===== config.mk =====
export PLATFORM = sky130hd
export DESIGN_NAME = id_ex_pipe_reg
export DESIGN_NICKNAME = d
export VERILOG_FILES = /design/src/rtl/id_ex_pkg.sv /design/src/rtl/id_ex_pipe_reg_sat_counter.sv /design/src/rtl/id_ex_pipe_reg.sv
export SDC_FILE = /design/constraint.sdc
export NUM_CORES = 1
export LEC_CHECK = 0
export ABC_CLOCK_PERIOD_IN_PS = 2000
export BUFFER_PORTS_ARGS = -buffer_cell sky130_fd_sc_hd__buf_2
export CORE_MARGIN = 2
export CORE_UTILIZATION = 49
export CTS_BUF_LIST = sky130_fd_sc_hd__clkbuf_8
export CTS_CLUSTER_SIZE = 20
export DETAILED_ROUTE_END_ITERATION = 10
export PLACE_DENSITY = 0.93
export SETUP_SLACK_MARGIN = 0.5
export SLEW_MARGIN = 15
export SYNTH_ARGS = -nofsm -noshare
export SYNTH_HDL_FRONTEND = slang
export SYNTH_SLANG_ARGS = --single-unit

===== constraint.sdc =====
create_clock -name i_clk -period 2 [get_ports i_clk]
set_input_delay 0.1 -clock i_clk [delete_from_list [all_inputs] [get_ports i_clk]]
set_output_delay 0.1 -clock i_clk [all_outputs]
set_load 0.02 [all_outputs]

===== src/rtl/id_ex_pkg.sv =====
// Shared definitions for the ID->EX pipeline register: control-bundle layout,
// bit offsets and the bubble constant.
package id_ex_pkg;

    localparam int CTRL_W = 16;

    localparam int OFF_MEMTOREG = 15;
    localparam int OFF_MEMREAD  = 14;
    localparam int OFF_MEMWRITE = 13;
    localparam int OFF_ALUSRC   = 12;
    localparam int OFF_LINK     = 11;
    localparam int OFF_REGWRITE = 10;
    localparam int OFF_ALUOP    = 7;
    localparam int OFF_REGDST   = 5;
    localparam int OFF_SIZECTL  = 0;

    typedef struct packed {
        logic       memtoreg;
        logic       memread;
        logic       memwrite;
        logic       alusource;
        logic       link;
        logic       regwrite;
        logic [2:0] aluop;
        logic [1:0] regdst;
        logic [4:0] sizecontrol;
    } ctrl_t;

    localparam ctrl_t CTRL_NOP = ctrl_t'(16'h0000);

endpackage


===== src/rtl/id_ex_pipe_reg_sat_counter.sv =====
// Saturating event counter with asynchronous reset and synchronous clear.
module sat_counter #(
    parameter int W = 16
) (
    input  logic         i_clk,
    input  logic         i_rst,
    input  logic         i_clr,
    input  logic         i_inc,
    output logic [W-1:0] o_cnt
);

    localparam logic [W-1:0] CNT_MAX = {W{1'b1}};

    logic [W-1:0] cnt_r;
    logic [W-1:0] cnt_nxt_s;

    // Next count: clear dominates, increment stops at the maximum.
    always_comb begin
        cnt_nxt_s = cnt_r;
        if (i_clr) begin
            cnt_nxt_s = {W{1'b0}};
        end else if (i_inc && (cnt_r != CNT_MAX)) begin
            cnt_nxt_s = cnt_r + {{(W-1){1'b0}}, 1'b1};
        end else begin
            cnt_nxt_s = cnt_r;
        end
    end

    // Counter register.
    always_ff @(posedge i_clk or negedge i_rst) begin
        if (!i_rst) begin
            cnt_r <= {W{1'b0}};
        end else begin
            cnt_r <= cnt_nxt_s;
        end
    end

    assign o_cnt = cnt_r;

endmodule


===== src/rtl/id_ex_pipe_reg.sv =====
// ID->EX pipeline register with valid bit, stall hold, flush bubble and
// saturating stall/bubble debug counters.
module id_ex_pipe_reg
    import id_ex_pkg::*;
#(
    parameter int NBITS      = 32,
    parameter int RBITS      = 5,
    parameter int FBITS      = 6,
    parameter int CBITS      = 16,
    parameter bit FLUSH_DATA = 1'b0
) (
    input  logic             i_clk,
    input  logic             i_rst,
    input  logic             stallID,
    input  logic             flushID,
    input  logic             i_cnt_clr,
    input  logic             ID_valid,
    input  logic [NBITS-1:0] ID_Rs,
    input  logic [NBITS-1:0] ID_Rt,
    input  logic [RBITS-1:0] ID_rd,
    input  logic [RBITS-1:0] ID_rt,
    input  logic [FBITS-1:0] ID_funct,
    input  logic [NBITS-1:0] ID_immediate,
    input  logic             ID_memtoreg,
    input  logic             ID_memread,
    input  logic             ID_memwrite,
    input  logic             ID_alusource,
    input  logic             ID_link,
    input  logic             ID_regwrite,
    input  logic [2:0]       ID_aluop,
    input  logic [1:0]       ID_regdst,
    input  logic [4:0]       ID_sizecontrol,
    output logic             EX_valid,
    output logic [NBITS-1:0] EX_Rs,
    output logic [NBITS-1:0] EX_Rt,
    output logic [RBITS-1:0] EX_rd,
    output logic [RBITS-1:0] EX_rt,
    output logic [FBITS-1:0] EX_funct,
    output logic [NBITS-1:0] EX_immediate,
    output logic             EX_memtoreg,
    output logic             EX_memread,
    output logic             EX_memwrite,
    output logic             EX_alusource,
    output logic             EX_link,
    output logic             EX_regwrite,
    output logic [2:0]       EX_aluop,
    output logic [1:0]       EX_regdst,
    output logic [4:0]       EX_sizecontrol,
    output logic [CBITS-1:0] o_stall_cnt,
    output logic [CBITS-1:0] o_bubble_cnt
);

    ctrl_t             ctrl_in_s, ctrl_r, ctrl_nxt_s;
    logic              valid_r, valid_nxt_s;
    logic [NBITS-1:0]  rs_r, rs_nxt_s, rt_val_r, rt_val_nxt_s, imm_r, imm_nxt_s;
    logic [RBITS-1:0]  rd_r, rd_nxt_s, rt_idx_r, rt_idx_nxt_s;
    logic [FBITS-1:0]  funct_r, funct_nxt_s;
    logic              stall_inc_s, bubble_inc_s;

    assign ctrl_in_s = '{memtoreg: ID_memtoreg, memread: ID_memread, memwrite: ID_memwrite,
                         alusource: ID_alusource, link: ID_link, regwrite: ID_regwrite,
                         aluop: ID_aluop, regdst: ID_regdst, sizecontrol: ID_sizecontrol};

    // Next-state selection: flush over stall over load.
    always_comb begin
        valid_nxt_s  = valid_r;
        ctrl_nxt_s   = ctrl_r;
        rs_nxt_s     = rs_r;
        rt_val_nxt_s = rt_val_r;
        rd_nxt_s     = rd_r;
        rt_idx_nxt_s = rt_idx_r;
        funct_nxt_s  = funct_r;
        imm_nxt_s    = imm_r;
        if (flushID) begin
            valid_nxt_s = 1'b0;
            ctrl_nxt_s  = CTRL_NOP;
            if (FLUSH_DATA) begin
                rs_nxt_s     = {NBITS{1'b0}};
                rt_val_nxt_s = {NBITS{1'b0}};
                rd_nxt_s     = {RBITS{1'b0}};
                rt_idx_nxt_s = {RBITS{1'b0}};
                funct_nxt_s  = {FBITS{1'b0}};
                imm_nxt_s    = {NBITS{1'b0}};
            end else begin
                rs_nxt_s = rs_r;
            end
        end else if (stallID) begin
            valid_nxt_s = valid_r;
        end else begin
            // An invalid slot never carries live control bits.
            valid_nxt_s  = ID_valid;
            ctrl_nxt_s   = ID_valid ? ctrl_in_s : CTRL_NOP;
            rs_nxt_s     = ID_Rs;
            rt_val_nxt_s = ID_Rt;
            rd_nxt_s     = ID_rd;
            rt_idx_nxt_s = ID_rt;
            funct_nxt_s  = ID_funct;
            imm_nxt_s    = ID_immediate;
        end
    end

    // Pipeline register bank.
    always_ff @(posedge i_clk or negedge i_rst) begin
        if (!i_rst) begin
            valid_r  <= 1'b0;
            ctrl_r   <= CTRL_NOP;
            rs_r     <= {NBITS{1'b0}};
            rt_val_r <= {NBITS{1'b0}};
            rd_r     <= {RBITS{1'b0}};
            rt_idx_r <= {RBITS{1'b0}};
            funct_r  <= {FBITS{1'b0}};
            imm_r    <= {NBITS{1'b0}};
        end else begin
            valid_r  <= valid_nxt_s;
            ctrl_r   <= ctrl_nxt_s;
            rs_r     <= rs_nxt_s;
            rt_val_r <= rt_val_nxt_s;
            rd_r     <= rd_nxt_s;
            rt_idx_r <= rt_idx_nxt_s;
            funct_r  <= funct_nxt_s;
            imm_r    <= imm_nxt_s;
        end
    end

    assign stall_inc_s  = stallID & ~flushID & valid_r;
    assign bubble_inc_s = flushID | (~stallID & ~ID_valid);

    sat_counter #(.W(CBITS)) u_stall_cnt (
        .i_clk (i_clk),
        .i_rst (i_rst),
        .i_clr (i_cnt_clr),
        .i_inc (stall_inc_s),
        .o_cnt (o_stall_cnt)
    );

    sat_counter #(.W(CBITS)) u_bubble_cnt (
        .i_clk (i_clk),
        .i_rst (i_rst),
        .i_clr (i_cnt_clr),
        .i_inc (bubble_inc_s),
        .o_cnt (o_bubble_cnt)
    );

    assign EX_valid       = valid_r;
    assign EX_Rs          = rs_r;
    assign EX_Rt          = rt_val_r;
    assign EX_rd          = rd_r;
    assign EX_rt          = rt_idx_r;
    assign EX_funct       = funct_r;
    assign EX_immediate   = imm_r;
    assign EX_memtoreg    = ctrl_r.memtoreg;
    assign EX_memread     = ctrl_r.memread;
    assign EX_memwrite    = ctrl_r.memwrite;
    assign EX_alusource   = ctrl_r.alusource;
    assign EX_link        = ctrl_r.link;
    assign EX_regwrite    = ctrl_r.regwrite;
    assign EX_aluop       = ctrl_r.aluop;
    assign EX_regdst      = ctrl_r.regdst;
    assign EX_sizecontrol = ctrl_r.sizecontrol;

endmodule

==> results.yml <==
status:
  status: "finished clean"
run:
  max-cap-violations: 0
sta:
  fin_skew_ns: 0.0103
  rsz0062_at_grt: "yes"
  post-route-period-util: 0.834
  slew_headroom: 0.577
  finalSetupViolations: 0
  fmax_ghz: 0.600
  period_needed_ns: 1.67
  finalMaxSlewViolations: 0
  setup_tns_ns: 0
  hold_viol: 0
  worstMarginPinSlew_ns: 0.635
cts:
  clock_sink_count: 161
  path_clk_slew_ns: 0.09
  htreeDepth: 4
  clockBufferDepth: 2
  cts_tree: "built"
  cts_made_buffers: 17
  cts_root_buf: "clkbuf_8"
  insertion_delay_ns: 0.47
floorplanning:
  die_h_um: 120
  initial_core_util: 0.499
  rows: 42
  chipWidth_um: 120
  core_um2: 13100
  fp.dieArea_um2: 14300
  io_pins: 295
yosys:
  synth_top_area_share: 0.614
  synth_flop_cell: "dfrtp_1"
  synth_edf_count: 0
  postSynthCellCount: 473
  synth_async_sr_flop_share: 1.00
  ys_warn_count: 0
  synth.most_common_cell: "dfrtp_1"
  synth.cell_area_um2: 6560
  seq_area_frac_synth: 0.614
  ys_seq_elements: 161
  syn_avg_cell_area_um2: 13.9
  synthesis.nets: 609
  synth_commonest_cells: "161 x dfrtp_1, 113 x mux2_2, 24 x a21oi_1"
  ys_types: 47
  yosysTopAreaCell: "dfrtp_1"
  ys_top_cells_by_area: "dfrtp_1 61%, mux2_2 19%, a22o_1 2.1%, a21oi_1 1.8%, or4_1 1.3%"
detailed_routing:
  antenna_left: 0
  drt-initial-drc-count: 567
  drt-total-wl_um: 25000
  drc: 0
  wl_per_cell_um: 22.2
  via_per_inst: 5.55
  firstDrtPassIters: 5
  vias: 6266
place:
  port_buffers: 294
  hpwl_um: 13600
  dp.cells: 931
  place.gp.congestion: 0.854
final_layout:
  syn_to_final_growth_pct: 58.7
  nets: 1071
  final_cells: 1129
  layout-drive-gt1-share: 0.563
power_and_ir_drop:
  ir_drop_uv: 819
  p_seq_frac: 0.470
  power.internal_mw: 5.49
  comb_power_share: 0.232
  swShare: 0.331
  pwr-share-clk: 0.298
  p_leak_nw: 4.93
  power_density_nw_per_um2: 789
  p_sw_mw: 2.72
global_route:
  track_usage: 0.352
  antenna_found_initial: 4
  globalRouteOverflowTotal: 0
  grt_pass1_wl_um: 37800
  grt_max_degree: 75
  grt_pass1_vias: 6829
setup_path:
  worstPathMaxFanout: 6
  critPathKind: "reg -> reg"
  critPathRequiredTime_ns: 2.39
  crit_arrival_ns: 2.06
  endpoint_kind: "register"
  start_kind: "register"
hold_path:
  hold_path_class: "in -> async"
==> power groups by stage <==
stage	clock (mW)	sequential [mW]	combinational (mW)
2_1_floorplan	0	4.29	0.417
3_5_place_dp	0	3.85	1.59
5_1_grt	2.60	3.89	1.98
4_1_cts	2.41	3.80	1.81
3_3_place_gp	0	3.82	1.54
6_report	2.45	3.86	1.90
==> what timing repair did <==
action	4_1_cts	5_1_grt
setup buffers	16	14
gates cloned	1	1
setup endpoints to repair	26	30
resized for setup	13	11
endpoints found under the hold margin	289	0
hold buffers	129	0
pin swaps	10	7
==> cells by family (layout without fill, tap and decap cells) <==
kind of cell / Yosys count / in the layout / synth area share
AOI/OAI and AO/OA: 74 / 74 / 0.0770
adders and majority gates: 2 / 2 / 0.00381
buffers and inverters: 23 / 497 / 0.0156
DFF: 161 / 161 / 0.614
muxes: 116 / 116 / 0.199
other: 0 / 5 / 0
and+or+nand+nor: 97 / 98 / 0.0906
==> path summary, 6_finish.rpt <==
check,slack (ns),cells past startpoint,to,startpoint
worst max-delay path,0.33,6,u_stall_cnt.o_cnt[5]$_DFFE_PN0P_,u_stall_cnt.o_cnt[1]$_DFFE_PN0P_
worst min-delay path,0.10,2,u_bubble_cnt.o_cnt[14]$_DFFE_PN0P_,i_rst
worst max register to register,0.33,6,u_stall_cnt.o_cnt[5]$_DFFE_PN0P_,u_stall_cnt.o_cnt[1]$_DFFE_PN0P_
worst min register to register,0.51,1,EX_regwrite$_DFFE_PN0P_,EX_regwrite$_DFFE_PN0P_
max in group asynchronous,1.24,3,EX_Rs[9]$_DFFE_PN0P_,i_rst
min in group i_clk,0.16,2,u_stall_cnt.o_cnt[6]$_DFFE_PN0P_,i_cnt_clr
==> routing by layer <==
layer  wire length [um]  global-route usage  vias to the layer above
li1                   -                   -                     2684
met1               8610               0.373                     3111
met2              13200               0.621                      360
met3               1920               0.116                      111
met4               1260               0.188                        0
met5                  0                   0                        -
==> state kept, by name, summed over array words and instances (netlist names) <==
signal              flops
EX_Rs                  32
EX_Rt                  32
EX_aluop                3
EX_alusource            1
EX_funct                6
EX_immediate           32
EX_link                 1
EX_memread              1
EX_memtoreg             1
EX_memwrite             1
EX_rd                   5
EX_regdst               2
EX_regwrite             1
EX_rt                   5
EX_sizecontrol          5
EX_valid                1
u_bubble_cnt.o_cnt     16
u_stall_cnt.o_cnt      16
==> critical path, stage by stage, from the launching register on <==
cell and delay, ns:
dfrtp_2 0.45, ha_4 0.18, nand4_1 0.14, nor4_4 0.06, buf_4 0.16, or4_4 0.48, a21oi_2 0.12
==> stage by stage <==
stage / power [mW] / setup WS (ns) / utilization / cell area, um2 / hold WS (ns)
floorplan: 4.71 / 0.273 / - / 6660 / -0.196
global placement: 5.36 / 0.288 / 0.637 / 8370 / 0.0382
detailed placement: 5.44 / 0.216 / 0.637 / 8370 / 0.0359
CTS: 8.03 / 0.340 / 0.778 / 10200 / 0.105
global route: 8.48 / 0.235 / 0.792 / 10400 / 0.128
finish: 8.21 / 0.333 / 0.793 / 10400 / 0.105
==> area by class of cell <==
type	instances	area, um2
repair buffers	463	3120
diodes	5	12.5
well taps	176	220
clock inverters	14	143
fillers	711	2730
clock buffers	18	248
inverters	2	7.51
flip-flops and latches	161	4050
multi-input cells	290	2610
==> placed cells by master, fill, tap and decap left out, drive strengths merged, types with 10 or more instances in the layout <==
master and instances:
o21ai 11, clkbuf 18, o31ai 10, a22o 16
or3 10, mux2 115, dlygate4sd3 129, nand2 19
or4 11, nor2 13, dfrtp 161, buf 334
a21oi 24
(Power assumes the default switching activity.)
